### src/rtl/karatsuba_pkg.sv
// Shared definitions for the karatsuba sequential arithmetic blocks:
// FSM state encodings and the iteration-counter width helper.
package karatsuba_pkg;

  typedef enum logic [1:0] {
    ST_IDLE = 2'd0,
    ST_BUSY = 2'd1,
    ST_DONE = 2'd2
  } div_state_e;

  // One extra bit so the counter can represent N itself without wrapping.
  function automatic int DIV_CNT_W(input int n);
    return $clog2(n) + 1;
  endfunction

endpackage

### src/rtl/karatsuba_div_step.sv
// One combinational radix-2 restoring division step: shift the next dividend
// bit into the partial remainder, trial-subtract the divisor, restore on borrow.
module karatsuba_div_step #(
  parameter int N = 8
) (
  input  logic [N:0]   p_in,
  input  logic [N-1:0] q_in,
  input  logic [N-1:0] d_in,
  output logic [N:0]   p_out,
  output logic [N-1:0] q_out
);

  logic [N:0] shifted;
  logic [N:0] trial;

  always_comb begin
    shifted = {p_in[N-1:0], q_in[N-1]};
    trial   = shifted - {1'b0, d_in};
    // Top bit of the trial difference is the borrow: the divisor did not fit.
    if (trial[N]) begin
      p_out = shifted;
      q_out = {q_in[N-2:0], 1'b0};
    end else begin
      p_out = trial;
      q_out = {q_in[N-2:0], 1'b1};
    end
  end

endmodule

### src/rtl/karatsuba_seq_divider.sv
// Iterative unsigned restoring divider, one quotient bit per cycle, valid/ready on both sides.
// Optional macro KARATSUBA_DIV_ZERO_EN: short-circuit v==0 straight to DONE with div_err=1.
module karatsuba_seq_divider
  import karatsuba_pkg::*;
#(
  parameter int N = 8
) (
  input  logic         clk,
  input  logic         rst,
  input  logic         in_valid,
  output logic         in_ready,
  input  logic [N-1:0] u,
  input  logic [N-1:0] v,
  output logic         out_valid,
  input  logic         out_ready,
  output logic [N-1:0] q,
  output logic [N-1:0] r,
  output logic         div_err
);

  localparam int CW = DIV_CNT_W(N);

  div_state_e  state_q, state_d;
  logic [N:0]  p_q, p_d;
  logic [N-1:0] quo_q, quo_d;
  logic [N-1:0] d_q, d_d;
  logic [CW-1:0] cnt_q, cnt_d;

  logic [N:0]   p_step;
  logic [N-1:0] quo_step;
  logic         accept;
  logic         skip_busy;

  assign accept = in_valid & in_ready;

`ifdef KARATSUBA_DIV_ZERO_EN
  logic err_q, err_d;
  assign skip_busy = (v == '0);
  assign div_err   = err_q;
`else
  assign skip_busy = 1'b0;
  assign div_err   = 1'b0;
`endif

  karatsuba_div_step #(.N(N)) u_step (
    .p_in  (p_q),
    .q_in  (quo_q),
    .d_in  (d_q),
    .p_out (p_step),
    .q_out (quo_step)
  );

  always_ff @(posedge clk) begin
    if (rst) begin
      state_q <= ST_IDLE;
    end else begin
      state_q <= state_d;
    end
  end

  always_comb begin
    state_d = state_q;
    case (state_q)
      ST_IDLE: if (accept) state_d = skip_busy ? ST_DONE : ST_BUSY;
      ST_BUSY: if (cnt_q == CW'(N - 1)) state_d = ST_DONE;
      ST_DONE: if (out_valid && out_ready) state_d = ST_IDLE;
      default: state_d = ST_IDLE;
    endcase
  end

  always_comb begin
    in_ready  = (state_q == ST_IDLE);
    out_valid = (state_q == ST_DONE);
  end

  always_comb begin
    p_d   = p_q;
    quo_d = quo_q;
    d_d   = d_q;
    cnt_d = cnt_q;
`ifdef KARATSUBA_DIV_ZERO_EN
    err_d = err_q;
`endif
    if (state_q == ST_IDLE && accept) begin
      d_d   = v;
      cnt_d = '0;
      // A skipped divide-by-zero lands directly on the natural restoring result.
      if (skip_busy) begin
        p_d   = {1'b0, u};
        quo_d = '1;
      end else begin
        p_d   = '0;
        quo_d = u;
      end
`ifdef KARATSUBA_DIV_ZERO_EN
      err_d = skip_busy;
`endif
    end else if (state_q == ST_BUSY) begin
      p_d   = p_step;
      quo_d = quo_step;
      cnt_d = cnt_q + CW'(1);
    end
  end

  always_ff @(posedge clk) begin
    if (rst) begin
      p_q   <= '0;
      quo_q <= '0;
      d_q   <= '0;
      cnt_q <= '0;
`ifdef KARATSUBA_DIV_ZERO_EN
      err_q <= 1'b0;
`endif
    end else begin
      p_q   <= p_d;
      quo_q <= quo_d;
      d_q   <= d_d;
      cnt_q <= cnt_d;
`ifdef KARATSUBA_DIV_ZERO_EN
      err_q <= err_d;
`endif
    end
  end

  assign q = quo_q;
  assign r = p_q[N-1:0];

endmodule

### config.mk
export PLATFORM = sky130hd
export DESIGN_NAME = karatsuba_seq_divider
export DESIGN_NICKNAME = d
export VERILOG_FILES = /design/src/rtl/karatsuba_pkg.sv /design/src/rtl/karatsuba_div_step.sv /design/src/rtl/karatsuba_seq_divider.sv
export SDC_FILE = /design/constraint.sdc
export NUM_CORES = 1
export LEC_CHECK = 0
export ABC_AREA = 1
export CAP_MARGIN = 20
export CORE_MARGIN = 2
export CORE_UTILIZATION = 54
export CTS_BUF_LIST = sky130_fd_sc_hd__clkbuf_4 sky130_fd_sc_hd__clkbuf_8 sky130_fd_sc_hd__clkbuf_16
export CTS_CLUSTER_DIAMETER = 200
export CTS_CLUSTER_SIZE = 20
export DETAILED_ROUTE_END_ITERATION = 7
export GPL_ROUTABILITY_DRIVEN = 0
export PLACE_DENSITY = 0.92
export REMOVE_ABC_BUFFERS = 1
export SLEW_MARGIN = 20
export SYNTH_ARGS = -nofsm -noshare
export SYNTH_HDL_FRONTEND = slang
export SYNTH_SLANG_ARGS = --single-unit
### constraint.sdc
create_clock -name clk -period 3.04 [get_ports clk]
set_input_delay 0.304 -clock clk [delete_from_list [all_inputs] [get_ports clk]]
set_output_delay 0.304 -clock clk [all_outputs]
set_load 0.02 [all_outputs]
==> results.cfg <==
[route]
wirelength_mm = 3.85
wl_per_cell_um = 11.5
antenna_left = 0
drc = 0
dr.pass1.iters = 5
vias = 1669
via_per_inst = 5.01
drtIter0Drc = 56

[layout]
final_area_um2 = 2170
regArea_um2 = 601
final_common_cell = nand2_1
post-route-util_pct = 71.6
layoutNonFillerInstCount = 333
syn2layout_area_growth_pct = 26.5
nets = 319
multiInputGateArea_um2 = 935
num_antenna_cells = 0
drive_gt1_share_pct = 7.61
final_cell_mix = nand2_1 (73), clkdlybuf4s50_1 (37), inv_1 (35)
fillerInstances = 251

[grt]
grt_usage_pct = 23.8
grt_pass1_wl_mm = 6.36
grt_max_degree = 26
grt_pass1_vias = 1453
overflow = 0
antenna_found_initial = 0

[pwr]
vdd_ir_drop_max_mv = 0.331
powerDensity_nw_per_um2 = 528
power_leakage_uw = 0.000944

[synth]
synth_area_leaders = dfxtp_1 (35%), nand2_1 (16%), inv_1 (7.7%)
synthArstFlopShare_pct = 0
synth_top_area_cell = dfxtp_1
netlist_instances = 251
synth_seq_cells = 30
syn_avg_cell_area_um2 = 6.82
synthFlopType = dfxtp_1
yosysSeqAreaShare_pct = 35.1
synth_top_area_share_pct = 35.1
synth-edff-count = 0
synth.cell_area_um2 = 1710
yosys_warnings = 0
synth_cell_type_count = 29

[worst_setup_path]
worstReg2RegStart = q[7]
r2r_cells = 12
crit_start = q[7]
cp-end-kind = flip-flop
start_kind = flip-flop
worst-path-buf-inv = 2
cp_data_arrival_time_ns = 2.27
cp_num_cells = 12
reg2reg_to = p_q[7]
crit_family = simple AND/OR/NAND/NOR gates
cpPeakStageDelay_ns = 0.42
cp.required_ns = 3.27
crit_slowest_cell = fa_1
crit_path_end = p_q[7]
crit_path_max_fanout = 9
crit_chain = inv_1, ha_1, inv_1, fa_1, nand2_1, nand2_1, nand3_2, nand3_2, nand2_4, nand3_1, nand2_1, a21oi_1
ff2ff_setup_slack_ns = 1.00
crit_type = reg2reg
critPathMostFrequentCell = nand2_1

[clock_network]
path_clk_slew_ns = 0.11
cts-root-buf = clkbuf_4
clk_latency_ns = 0.34
post_cts_buffers = 0
max-clock-path-buffers = 2
cts_tree = yes
postCtsResizedCells = 0
hold_buffers = 0
htree_levels = 2
cts_sinks = 30
cts-buffers-inserted = 5

[sta]
tns_ns = 0
slew_violations = 0
period_needed_ns = 2.04
fmax_ghz = 0.490
finalCritPeriodShare_pct = 67.1
setup_viol = 0
hold_viol = 0
fin_skew_ns = 0.0148
grt_setup_unrepaired = no

[die]
start_util_pct = 56.6
die_width_um = 60.3
pin_count = 39
design.core.area_um2 = 3030
rows = 20
die_area_um2 = 3640
die_h_um = 60.3

[placement]
placement.cell_area_um2 = 2110
place_hpwl_mm = 2.79
dp_cells = 326
port_buffers = 37

[run_status]
status = complete, no violations

[job]
drv_cap = 0

[worst_hold_path]
hp-class = reg2reg
==> kinds of logic (layout without fill, tap and decap cells) <==
| group | count (synthesis) | after routing | synth area share (%) |
|---|---|---|---|
| simple gates | 130 | 130 | 33.3 |
| buf+inv | 45 | 83 | 10.4 |
| compound gates | 30 | 30 | 10.7 |
| other cells | 1 | 1 | 0.219 |
| flops | 30 | 30 | 35.1 |
| fa+ha+maj | 10 | 10 | 7.74 |
| xor+xnor | 5 | 5 | 2.56 |
==> area by class of cell <==
class / count / share of cell area (%)
clock buffer: 5 / 1.73
sequential: 30 / 27.7
multi-input combinational: 176 / 43.1
tap: 44 / 2.54
clock inverter: 2 / 0.693
inverter: 37 / 6.41
timing repair buffer: 39 / 17.8
==> synth_stat cells (2+ instances only) <==
| library cell | count |
|---|---|
| nand2_1 | 73 |
| buf_2 | 4 |
| nand2_2 | 3 |
| nor2_1 | 22 |
| nand3_2 | 2 |
| a211oi_1 | 7 |
| o21ai_0 | 2 |
| inv_2 | 2 |
| nor2_2 | 2 |
| nand2_4 | 2 |
| dfxtp_1 | 30 |
| ha_1 | 9 |
| a21oi_1 | 10 |
| clkbuf_1 | 2 |
| nand3_1 | 22 |
| a31oi_1 | 8 |
| xnor2_1 | 4 |
| or2_1 | 2 |
| inv_1 | 35 |
==> worst min-delay path by stage <==
stage | from | end | slack [ns] | cells after the start
2_1_floorplan | rst | d_q[0] | 0.37 | 1
3_3_place_gp | d_q[3] | d_q[3] | 0.46 | 2
3_5_place_dp | d_q[7] | d_q[7] | 0.46 | 2
4_1_cts | d_q[7] | d_q[7] | 0.48 | 2
5_1_grt | d_q[2] | d_q[2] | 0.49 | 2
6_report | d_q[7] | d_q[7] | 0.48 | 2
==> routing by layer <==
metal | share of wire (%) | GRT usage (%)
met5 | 0 | 0
met4 | 1.8 | 8.89
met3 | 6.2 | 7.36
met2 | 46 | 38.2
met1 | 46 | 29.9
==> power breakdown <==
group,total [uW],switching [uW],internal [uW]
Combinational,459,275,184
Clock,234,148,85.3
Sequential,452,25.2,426
==> state kept, by name, summed over array words and instances (netlist names) <==
| name | count |
|---|---|
| cnt_q | 4 |
| d_q | 8 |
| p_q | 8 |
| q | 8 |
| state_q | 2 |
==> worst reg2reg max path: stages (launching register included) <==
cell and delay [ns]:
dfxtp_1 0.34, inv_1 0.08, ha_1 0.14, inv_1 0.06
fa_1 0.42, nand2_1 0.08, nand2_1 0.10, nand3_2 0.12
nand3_2 0.18, nand2_4 0.18, nand3_1 0.10, nand2_1 0.08
a21oi_1 0.05
==> stage by stage <==
step	total power, uW	hold slack, ns	setup WS (ns)
global placement	898	0.455	1.04
finish	1140	0.477	1.00
global route	1220	0.492	0.809
floorplan	775	0.373	1.14
CTS	1140	0.476	1.01
detailed placement	912	0.461	0.995
No activity file was read; power rests on OpenSTA's default activity.
